$ cat config.mk
export PLATFORM = sky130hd
export DESIGN_NAME = btn_debounce
export DESIGN_NICKNAME = d
export VERILOG_FILES = /design/src/rtl/btn_debounce.sv
export SDC_FILE = /design/constraint.sdc
export NUM_CORES = 1
export LEC_CHECK = 0
export CAP_MARGIN = 20
export CORE_AREA = 2 2 100 102
export DETAILED_ROUTE_END_ITERATION = 10
export DIE_AREA = 0 0 102 104
export PLACE_DENSITY_LB_ADDON = 0.15
export SKIP_CTS_REPAIR_TIMING = 1
export SYNTH_ARGS = -nofsm -noshare
export SYNTH_HDL_FRONTEND = slang
export SYNTH_SLANG_ARGS = --single-unit
$ cat constraint.sdc
create_clock -name clk -period 1.7 [get_ports clk]
set_clock_uncertainty 0.15 [all_clocks]
set_input_delay 0.425 -clock clk [delete_from_list [all_inputs] [get_ports clk]]
set_output_delay 0.425 -clock clk [all_outputs]
set_load 0.01 [all_outputs]
$ cat src/rtl/btn_debounce.sv
// Push-button conditioner: 2-flop synchronizer, debounce FSM, and
// registered press / release / long-press event pulses.
module btn_debounce #(
    parameter int unsigned C_CLK_FREQ      = 100000000,
    parameter int unsigned C_DEBOUNCE_MS   = 20,
    parameter int unsigned C_LONG_PRESS_MS = 1000,
    parameter int unsigned C_ACTIVE_LOW    = 1
) (
    input  logic clk,
    input  logic rst,
    input  logic btn_in,
    output logic btn_level,
    output logic btn_press,
    output logic btn_release,
    output logic btn_long
);

    localparam int unsigned C_DB_CYCLES   = C_CLK_FREQ / 1000 * C_DEBOUNCE_MS;
    localparam int unsigned C_LONG_CYCLES = C_CLK_FREQ / 1000 * C_LONG_PRESS_MS;
    localparam int unsigned DB_W          = $clog2(C_DB_CYCLES + 1);
    localparam int unsigned LONG_W        = $clog2(C_LONG_CYCLES + 1);
    localparam logic        C_REL_LVL     = (C_ACTIVE_LOW != 0);

    if (C_DB_CYCLES < 1) begin : g_bad_db
        $error("btn_debounce: debounce time rounds to zero clock cycles");
    end
    if (C_LONG_CYCLES < 1) begin : g_bad_long
        $error("btn_debounce: long-press time rounds to zero clock cycles");
    end

    typedef enum logic [1:0] {
        S_IDLE         = 2'd0,
        S_PRESS_WAIT   = 2'd1,
        S_HELD         = 2'd2,
        S_RELEASE_WAIT = 2'd3
    } state_t;

    state_t              state_q;
    logic                sync1_q;
    logic                sync2_q;
    logic [DB_W-1:0]     db_cnt_q;
    logic [LONG_W-1:0]   long_cnt_q;
    logic                level_q;
    logic                press_q;
    logic                release_q;
    logic                long_q;
    logic                s_btn;
    logic                long_run;

    // Synchronizer resets to the released pin level so reset exit is quiet.
    always_ff @(posedge clk) begin
        if (rst) begin
            sync1_q <= C_REL_LVL;
            sync2_q <= C_REL_LVL;
        end else begin
            sync1_q <= btn_in;
            sync2_q <= sync1_q;
        end
    end

    assign s_btn    = sync2_q ^ C_REL_LVL;
    assign long_run = ((state_q == S_HELD) || (state_q == S_RELEASE_WAIT)) &&
                      (long_cnt_q != LONG_W'(C_LONG_CYCLES));

    always_ff @(posedge clk) begin
        if (rst) begin
            state_q    <= S_IDLE;
            db_cnt_q   <= '0;
            long_cnt_q <= '0;
            level_q    <= 1'b0;
            press_q    <= 1'b0;
            release_q  <= 1'b0;
            long_q     <= 1'b0;
        end else begin
            press_q   <= 1'b0;
            release_q <= 1'b0;
            long_q    <= 1'b0;

            // Long counter keeps running through release glitches; saturates.
            if (long_run) begin
                long_cnt_q <= long_cnt_q + LONG_W'(1);
                if (long_cnt_q == LONG_W'(C_LONG_CYCLES - 1)) begin
                    long_q <= 1'b1;
                end
            end

            case (state_q)
                S_IDLE: begin
                    if (s_btn) begin
                        state_q  <= S_PRESS_WAIT;
                        db_cnt_q <= '0;
                    end
                end
                S_PRESS_WAIT: begin
                    if (!s_btn) begin
                        state_q <= S_IDLE;
                    end else if (db_cnt_q == DB_W'(C_DB_CYCLES - 1)) begin
                        state_q    <= S_HELD;
                        level_q    <= 1'b1;
                        press_q    <= 1'b1;
                        long_cnt_q <= '0;
                    end else begin
                        db_cnt_q <= db_cnt_q + DB_W'(1);
                    end
                end
                S_HELD: begin
                    if (!s_btn) begin
                        state_q  <= S_RELEASE_WAIT;
                        db_cnt_q <= '0;
                    end
                end
                S_RELEASE_WAIT: begin
                    if (s_btn) begin
                        state_q <= S_HELD;
                    end else if (db_cnt_q == DB_W'(C_DB_CYCLES - 1)) begin
                        state_q   <= S_IDLE;
                        level_q   <= 1'b0;
                        release_q <= 1'b1;
                    end else begin
                        db_cnt_q <= db_cnt_q + DB_W'(1);
                    end
                end
                default: state_q <= S_IDLE;
            endcase
        end
    end

    assign btn_level   = level_q;
    assign btn_press   = press_q;
    assign btn_release = release_q;
    assign btn_long    = long_q;

endmodule

# Word-level counts from Yosys, hierarchy flattened
# Cells that the tools add are included.
totals:
  elab_cells: 63
  ff_bits: 56
  out_inout_bits: 4
classes:
  bitwise: 4
  mux: 24
  n_reduce_logical: 10
  eq_ne: 14
  add_sub_neg: 2
op_table:
  columns: ["cell", "count"]
  rows:
  - ["$mux 27", 4]
  - ["$mux 21", 5]
  - ["$pmux 21 s4", 1]
  - ["$add 27x1->27 const B", 1]
  - ["$eq 27x27->1 const B", 1]
  - ["$ne 27x27->1 const B", 1]
  - ["$add 21x1->21 const B", 1]
  - ["$eq 21x21->1 const B", 1]
  - ["$mux 2", 6]
  - ["$ne 2x2->1 const B", 5]
  - ["$pmux 2 s4", 1]
  - ["$reduce_and 4->1", 2]
  - ["$mux 1", 6]
  - ["$reduce_or 3->1", 2]
  - ["$reduce_and 5->1", 1]
  - ["$eq 2x2->1 const B", 2]
  - ["$not 1->1", 4]
  - ["$ne 3x2->1 const B", 1]
  - ["$ne 3x3->1 const B", 1]
  - ["$eq 2x1->1 const B", 1]
  - ["$logic_not 2->1", 1]
  - ["$ne 2x1->1 const B", 1]
  - ["$pmux 1 s2", 1]
  - ["$reduce_bool 2->1", 1]
  - ["3 further kinds", 3]

# Longest topological paths before layout
# Gate-level depths: netlist of the first run.
logic_depth:
  depth_word: 7
  ltp_mapped: 8

# Worst setup path before layout of the first run
# OpenSTA, ideal clock, no wires.
synth_path:
  kind: "flip-flop to flip-flop"
  startpoint: "register long_cnt_q[1]"
  endpoint: "register long_cnt_q[22]"
  path_slack_ns: -0.082
  path_buffers: 1
  setup_time_ns: 0.115
  synth_period_minus_slack_ns: 1.782
  path_stages_with_launch: 8
  arrival_ns: 1.517
  path_cell_list: "dfxtp_1 -> ha_1 -> nand3_1 -> or3_4 -> buf_6 -> nor4_2 -> xnor2_1 -> nor2_2"
synth_via:
  elab_chain_cells: 6
synth_rtl:
  columns: ["element", "line_no", "text"]
  rows:
  - ["start, declared", "42", "logic [LONG_W-1:0] long_cnt_q;"]
  - ["start signal, assigned", "81", "long_cnt_q <= long_cnt_q + LONG_W'(1);"]
  - ["branches (longest 2 deep; another with $add 27x1->27)", null, null]
  - ["$mux 27 (*)", "80", "if (long_run) begin"]
  - ["$mux 27", "97", "end else if (db_cnt_q == DB_W'(C_DB_CYCLES - 1)) begin"]
  - ["$mux 27", "95", "if (!s_btn) begin"]
  - ["$mux 27 (*)", "87", "case (state_q)"]
# Every way passes the cells marked *.
# A chain may end at the register's enable or synchronous reset.

# Worst setup path after layout of the first run
layout_path:
  startpoint: "register db_cnt_q[7]"
  endpoint: "register long_cnt_q[2]"
layout_via:
  elab_chain_cells: 4
layout_rtl:
  columns: ["element", "line_no", "text"]
  rows:
  - ["start, declared", "41", "logic [DB_W-1:0] db_cnt_q;"]
  - ["start signal, assigned", "103", "db_cnt_q <= db_cnt_q + DB_W'(1);"]
  - ["start signal, assigned", "120", "db_cnt_q <= db_cnt_q + DB_W'(1);"]
  - ["$eq 21x21->1", "97", null]
  - ["$mux 27", "97", null]
  - ["$mux 27", "95", null]
  - ["$mux 27", "87", null]
# No other way between the ends.

==> results.md, run 1 <==
* Height of the die at 104 um
* MaxCap Viol Count at 0
* Layout net count at 414
* Rel. slew slack at 0.7555
* Synthesized Nets at 307
* Fillers at 970
* Post-DP HPWL at 4.758 mm
* CTS Sinks at 56
* Synthesized area per cell at 9.224 um^2
* Worst path max stage delay at 350 ps
* CP Data Arrival Time at 1880 ps
* CP top delay family: simple AND/OR/NAND/NOR gates
* CP Cell Sequence: nor4b_4 > nand4_4 > buf_6 > nor2_4 > a21o_4 > clkbuf_16 > nor2_1
* Area grow syn2layout at 55.16%
* Combinational group share of total power at 0.058
* Row cnt at 36
* CP Buf/Inv Count at 2
* Total gr overflow at 0
* Worst-skew pair later-pin latency at 310 ps
* Largest net degree at the start of global routing at 28
* Synth area leaders: dfxtp_1, nor2_1, xor2_1
* Setup slack, reg-to-reg at -120 ps
* Fin crit share at 1.069
* Async set-reset flop share out of synthesis at 0
* Crit path kind: reg2reg
* Placer Congestion at 0.7495
* Placed insts at 522
* Final instance area at 4308 um^2
* Internal power at 1.815 mW
* Post-Route Utilization at 0.4511
* YS warnings at 0
* Total wire length at 6.889 mm
* Dpl cell area at 3684 um^2
* Synth top area share at 0.4038
* Routed Antenna Nets at 0
* Die area at 10610 um^2
* CTS Buf Count at 5
* Synth cell types at 53
* DR vias/cell at 4.537
* Root buffer cell: clkbuf_8
* # port buffers at 6
* 1st-iter DRT viols at 65
* Worst-Margin Slew at 365.7 ps
* Htree depth at 2
* Initial Util at 0.2907
* Avg WL per Cell at 12.71 um
* Hold Slack at 271.7 ps
* Final Setup Violations at 40
* CP Capture Type: flip-flop
* Yosys top cell by area: dfxtp_1
* First-pass GRT wire length at 11.24 mm
* Layout cells sized above 1 at 0.4963
* Chip width at 102 um
* Final non-filler cell total at 542
* Max FO, Critical Path at 7
* Initial antenna violation count at 0
* Vias in the first global route at 2451
* Min Tclk post-route at 1817 ps
* Static Leak at 1.818 nW
* Core area at 9549 um^2
* Ys flop type: dfxtp_1
* Synthesized cell area at 2776 um^2
* Gr usage total at 0.1298
* Power density cells at 540.8 nW/um^2
* Fmax at 0.5502 GHz
* Footprint of the multi-input gates at 1893 um^2
* Residual DRC at 0
* Outcome: finished with violations
* Worst setup SP type: flip-flop
* Net Sw Frac at 0.2209
* Sw power at 0.5146 mW
* Register area share after synthesis at 0.4038
* I/O pins at 7
* Worst-path clk slew at 100 ps
* Final Hold Fails at 0
* RSZ-0062 raised after global routing: true
* Max VDD drop at 0.2916 mV
* DR pass1 iterations at 4
* Clk pwr share at 0.379
* Ant diodes at 0
* CP max-delay cell: nor4b_4
* CP required at 1760 ps
* Worst setup margin at -117.4 ps
* Seq cells post-synth at 56
* Syn Inst Count at 301
* Post-synth EDFFs at 0
* Register area at 1154 um^2
* Power share of the sequential group at 0.564
* Hold WC Path Type: reg2reg
* Longest Clk Path Bufs at 2
* Via Count at 2459
* CTS tree: built
* Failing checks: setup timing
* Fin. max-slew vios at 0
placed cells by master, fill, tap and decap left out, types with 4 or more instances in the layout:
cell type and count:
dfxtp_1 40, a21oi_2 4, nand2_1 25, nor2_1 27, xnor2_1 12, buf_4 92
dfxtp_2 11, inv_1 5, nand4_1 16, clkbuf_8 5, nor2_2 8, buf_6 7
or4_4 4, nand3_1 12, o21a_1 5, nor3_4 4, dlymetal6s2s_1 4, nor2_4 14
and2_1 4, xor2_1 16, and3_1 4, and4_1 4, dfxtp_4 5
layer usage:
| layer | wire [um] | vias to the layer above | global-route usage | part of all wire |
|---|---|---|---|---|
| li1 | - | 1272 | - | - |
| met1 | 3163 | 1174 | 0.1618 | 0.46 |
| met2 | 3570 | 9 | 0.2298 | 0.52 |
| met3 | 103 | 4 | 0.02352 | 0.015 |
| met4 | 52 | 0 | 0.02857 | 0.0075 |
| met5 | 0 | - | 0 | 0 |
path summary, 6_finish.rpt:
kind / startpoint / endpoint / cells after the start
worst max-delay path: db_cnt_q[7] / long_cnt_q[2] / 7
worst min-delay path: sync1_q / sync2_q / 1
worst max register to register: db_cnt_q[7] / long_cnt_q[2] / 7
worst min register to register: sync1_q / sync2_q / 1
metrics by stage:
step                      setup slack (ps)  power [mW]  setup TNS (ps)
after CTS                           -157.5       2.335           -4095
final                               -117.4       2.330           -3245
after detailed placement            -213.3       1.448           -3786
after floorplan                     -14.33       1.402          -38.13
after global placement              -233.0       1.447           -3877
after global routing                -202.9       2.432           -7225
cell type report:
cell class / instances / area share
Clock buffer: 6 / 0.01685
Clock inverter: 2 / 0.008132
Inverter: 6 / 0.005228
Multi-Input combinational cell: 228 / 0.4394
Sequential cell: 56 / 0.2678
Tap cell: 133 / 0.03863
Timing Repair Buffer: 111 / 0.2239
cells in the mapped netlist, drive strengths merged (2+ instances only):
cell	n
nand4	20
o31ai	4
o211ai	3
nor3	10
xnor2	16
or3	2
a211oi	3
nand2	27
and2	5
and4b	2
and4	5
o311ai	2
nor4b	2
and4bb	2
or4	7
inv	6
nand3	13
nor2	49
dfxtp	56
mux2i	2
or2	3
and3	6
xor2	19
a21oi	5
clkbuf	2
o21a	5
buf	9
o21ai	2
nor4	5
ha	3
power by group through the flow:
stage                     registers [mW]  clock network (mW)  logic (mW)
final                               1.31               0.882       0.134
after global routing                1.32               0.973       0.144
after CTS                           1.32               0.917      0.0963
after detailed placement            1.35                   0      0.0958
after global placement              1.35                   0      0.0952
after floorplan                     1.35                   0      0.0486
sequential cells by signal (all words and copies together) (netlist names), named ones only:
| signal | flops |
|---|---|
| db_cnt_q | 21 |
| btn_press | 1 |
| btn_release | 1 |
| btn_long | 1 |
| state_q | 1 |
| btn_level | 1 |
| long_cnt_q | 27 |
| sync2_q | 1 |
| sync1_q | 1 |
logic make-up after synthesis:
logic type / synth area share
flip-flops: 0.4038
AND/OR/NAND/NOR: 0.3493
adder cells (fa/ha/maj): 0.01352
multiplexers: 0.007211
AO/OA/AOI/OAI: 0.07661
buffers and inverters: 0.03650
XOR/XNOR: 0.1131
(Power assumes the default switching activity.)
==> run 2, diff against run 1 <==
Settings changed: SKIP_LAST_GASP from default to 1, SLEW_MARGIN from default to 20.
==> run 2 against run 1 <==
Against the previous run:
- the flow still finishes with violations (setup timing)
- clock power is 0.6% lower
- design area is 0.29% lower
- sequential cell count stayed put
- first-iteration DRC count is 6.2% lower
- via count is 0.28% higher
- sequential share of layout area hardly changed
- largest cell class unchanged
- sequential power hardly changed
==> results.md, run 2 (synthesis gave the netlist of run 1 again) <==
* Crit path kind: reg2reg
* Via Count at 2466
* Most frequent cells in the layout: buf_4, dfxtp_1, nor2_1
* Fin crit share at 1.070
* Rel. slew slack at 0.7571
* Gr usage total at 0.1298
* CTS Buf Count at 5
* Power density cells at 541.6 nW/um^2
* Area grow syn2layout at 54.71%
* Static Leak at 1.816 nW
* Total gr overflow at 0
* Ant diodes at 0
* MaxCap Viol Count at 0
* Largest register FFs at 27
* Final non-filler cell total at 542
* CP Capture Type: flip-flop
* CTS Sinks at 56
* Final Setup Violations at 40
* Largest Register: long_cnt_q
* Fin. max-slew vios at 0
* Final Hold Fails at 0
* 1st-iter DRT viols at 61
* First-pass GRT wire length at 11.24 mm
* Post-DP HPWL at 4.758 mm
* I/O pins at 7
* Worst-skew pair later-pin latency at 310 ps
* Outcome: finished with violations
* Longest Clk Path Bufs at 2
* Worst-Margin Slew at 363.3 ps
* Row cnt at 36
* Worst-path clk slew at 100 ps
* Worst setup margin at -119.1 ps
* Layout net count at 414
* CP Cell Sequence: nor4b_4 > nand4_4 > buf_6 > nor2_4 > a21o_4 > clkbuf_16 > nor2_1
* DR pass1 iterations at 4
* Hold Slack at 271.3 ps
* Max FO, Critical Path at 7
* CTS tree: built
* Core area at 9549 um^2
* # port buffers at 6
* Regs by FF count: long_cnt_q (27), db_cnt_q (21)
* Post-Route Utilization at 0.4498
* Total wire length at 6.860 mm
* CP Data Arrival Time at 1880 ps
* Initial Util at 0.2907
* Min Tclk post-route at 1819 ps
* Failing checks: setup timing
* Chip width at 102 um
* Routed Antenna Nets at 0
* Most common cell after layout, fill and taps aside: buf_4
* Fmax at 0.5497 GHz
* Pre-CTS setup slack at -213.3 ps
* Residual DRC at 0
* Initial antenna violation count at 0
* Avg WL per Cell at 12.66 um
* DR vias/cell at 4.550
* Root buffer cell: clkbuf_8
* Height of the die at 104 um
* CP max-delay cell: nor4b_4
* Largest net degree at the start of global routing at 28
* CP required at 1760 ps
* Layout cells sized above 1 at 0.4914
* Hold WC Path Type: reg2reg
* Die area at 10610 um^2
* Placed insts at 522
* Max VDD drop at 0.3123 mV
* Fillers at 974
* Worst setup SP type: flip-flop
* Vias in the first global route at 2451
* RSZ-0062 raised after global routing: true
* Htree depth at 2
* Worst path max stage delay at 350 ps
* Placer Congestion at 0.7495
## run 2: cell counts in the layout (fill, tap and decap cells not counted)
Identical to the previous run, type by type.
## run 2: metrics by stage
| step | instance area [um^2] | TNS (ps) | power, mW |
|---|---|---|---|
| finish | 4295 | -3294 | 2.326 |
| global route | 4295 | -7257 | 2.432 |
| CTS | 3791 | -4095 | 2.335 |
| detailed placement | 3684 | -3786 | 1.448 |
| global placement | 3684 | -3877 | 1.447 |
| floorplan | 2806 | -38.13 | 1.402 |
## run 2: final timing paths
path	from	to	slack, ps	depth (start not counted)
max	db_cnt_q[7]	long_cnt_q[19]	-120	7
min	sync1_q	sync2_q	270	1
max reg2reg	db_cnt_q[7]	long_cnt_q[19]	-120	7
min reg2reg	sync1_q	sync2_q	270	1
## run 2: worst max-delay path: cells and delay by family (launching register included)
family,cells,cell delay [ps]
AO/OA/AOI/OAI,1,190
buffers and inverters,2,350
flip-flops,1,340
AND/OR/NAND/NOR,4,690
## run 2: layout make-up
class	count	area, um^2	share of cell area
sequential	56	1150	0.2677
tap	133	166.4	0.03874
clock inverter	2	35.03	0.008156
inverter	6	22.52	0.005243
clock buffer	6	72.57	0.01689
timing repair buffer	111	960.9	0.2237
multi-input combinational	228	1888	0.4396
## run 2: where the power goes
| part | leakage, nW | total (mW) | switching, mW | internal [mW] |
|---|---|---|---|---|
| sequential | 0.460 | 1.32 | 0.00440 | 1.31 |
| combinational | 1.30 | 0.134 | 0.0668 | 0.0671 |
| clock | 0.0552 | 0.877 | 0.438 | 0.439 |
| total | 1.82 | 2.33 | 0.510 | 1.82 |
## run 2: layer usage
metal	part of all wire	global-route usage	up-vias	routed length, um
met5	0	0	-	0
met4	0.0076	0.02857	0	52
met3	0.015	0.02352	4	103
met2	0.52	0.2298	9	3538
met1	0.46	0.1618	1180	3166
li1	-	-	1273	-
==> run 3, diff against run 2 <==
Clock period 1.7 ns to 2.05 ns, I/O delays scaled along.
==> run 3 against run 2 <==
Against the previous run:
- the flow now finishes without violations
- clock power is 16% lower
- hold slack improved by 0.79 ps
- utilization down 10 points
- register-to-register slack better by 230 ps
- fmax decreased by 6.1%
- combinational power down 46%
==> results.md, run 3 (synthesis gave the netlist of run 1 again) <==
* Outcome: completed
* Rel. slew slack at 0.7456
* CTS Sinks at 56
* Fin crit share at 0.9455
* Core area at 9549 um^2
* CP required at 2110 ps
* Ant diodes at 0
* Worst r2r src: long_cnt_q[1]
* DR vias/cell at 4.590
* # port buffers at 6
* Placer Congestion at 0.7518
* Vias in the first global route at 2139
* Final Setup Violations at 0
* Root buffer cell: clkbuf_8
* Reg2reg end: long_cnt_q[26]
* CP Cell Sequence: ha_1 > nand3_1 > or3_4 > nor4_2 > xnor2_1 > nor2_1
* Hold WC Path Type: reg2reg
* Setup slack, reg-to-reg at 110 ps
* Worst-Margin Slew at 378.7 ps
* Min Tclk post-route at 1938 ps
* Max FO, Critical Path at 11
* Row cnt at 36
* CP Data Arrival Time at 2000 ps
* Initial antenna violation count at 0
* Largest net degree at the start of global routing at 28
* Dpl cell area at 3182 um^2
* Worst setup path start: long_cnt_q[1]
* DR pass1 iterations at 4
* Regs by FF count: long_cnt_q (27), db_cnt_q (21)
* 1st-iter DRT viols at 56
* Total wire length at 5.921 mm
* Layout cells sized above 1 at 0.2000
* RSZ-0062 raised after global routing: false
* Largest Register: long_cnt_q
* Height of the die at 104 um
* Layout net count at 340
* Worst R2R Path Depth at 6
* Worst setup SP type: flip-flop
* Fin. max-slew vios at 0
* CP Capture Type: flip-flop
* Initial Util at 0.2907
* Fmax at 0.5159 GHz
* MaxCap Viol Count at 0
* Chip width at 102 um
* Most common cell after layout, fill and taps aside: dfxtp_1
* Routed Antenna Nets at 0
* Final Hold Fails at 0
* Total gr overflow at 0
* CTS tree: built
* Post-Route Utilization at 0.3449
* Max VDD drop at 0.2885 mV
* Total Neg Setup Slack at 0 ps
* I/O pins at 7
* Die area at 10610 um^2
* Static Leak at 1.183 nW
* CP endpoint: long_cnt_q[26]
* Most frequent cells in the layout: dfxtp_1, nor2_1, buf_4
* Worst-path clk slew at 100 ps
* CTS Buf Count at 5
* Residual DRC at 0
* Longest Clk Path Bufs at 2
* Area grow syn2layout at 18.61%
* Gr usage total at 0.1212
* Final instance area at 3293 um^2
* Power density cells at 579.9 nW/um^2
* Post-DP HPWL at 4.308 mm
* Worst-skew pair later-pin latency at 310 ps
* Crit path kind: reg2reg
* CP max-delay cell: or3_4
* First-pass GRT wire length at 10.48 mm
* Via Count at 2148
* Largest register FFs at 27
* Worst path max stage delay at 480 ps
* Htree depth at 2
* Avg WL per Cell at 12.65 um
run 3: cell count changes in the layout (fill, tap and decap cells not counted), moves of 5 or more:
cell / delta
buf_4: -64
nor2_1: +18
dfxtp_1: +15
nor2_4: -13
dfxtp_2: -11
buf_6: -6
nor2_2: -5
run 3: layout make-up:
type / count / area (um^2)
inverters: 6 / 22.52
well taps: 133 / 166.4
clock inverters: 2 / 38.79
repair buffers: 37 / 317.8
multi-input cells: 228 / 1554
clock buffers: 6 / 72.57
flip-flops and latches: 56 / 1121
fillers: 1022 / 6256
run 3: how the worst min path moves through the flow:
stage,startpoint,endpoint,slack (ps),cells after the start
2_1_floorplan,sync1_q,sync2_q,240,1
3_3_place_gp,sync1_q,sync2_q,250,1
3_5_place_dp,sync1_q,sync2_q,250,1
4_1_cts,sync1_q,sync2_q,280,1
5_1_grt,sync1_q,sync2_q,300,1
6_report,sync1_q,sync2_q,270,1
run 3: where the power goes:
part	internal [mW]	switching (mW)	leakage (nW)
logic	0.0327	0.0392	0.676
registers	1.09	0.00392	0.452
clock network	0.370	0.371	0.0558
run 3: critical path, delay by kind of cell (launching register included):
family | cells | cell delay [ps]
simple gates | 4 | 890
flops | 1 | 430
fa+ha+maj | 1 | 220
xor+xnor | 1 | 150
run 3: per-layer routing:
metal | up-vias | share of wire | global-route usage
met2 | 15 | 0.44 | 0.1828
met4 | 0 | 0.0076 | 0.02571
met3 | 4 | 0.019 | 0.02016
met1 | 999 | 0.53 | 0.1810
met5 | - | 0 | 0
li1 | 1130 | - | -
run 3: stage by stage:
| step | std cells | setup slack [ps] | power (mW) | hold slack (ps) |
|---|---|---|---|---|
| after floorplan | 301 | 268.3 | 1.162 | 239.5 |
| after global placement | 460 | 49.22 | 1.195 | 246.4 |
| after detailed placement | 460 | 56.33 | 1.195 | 250.2 |
| after CTS | 468 | 113.9 | 1.948 | 276.1 |
| after global routing | 468 | 7.844 | 1.993 | 295.1 |
| final | 468 | 111.7 | 1.910 | 272.1 |
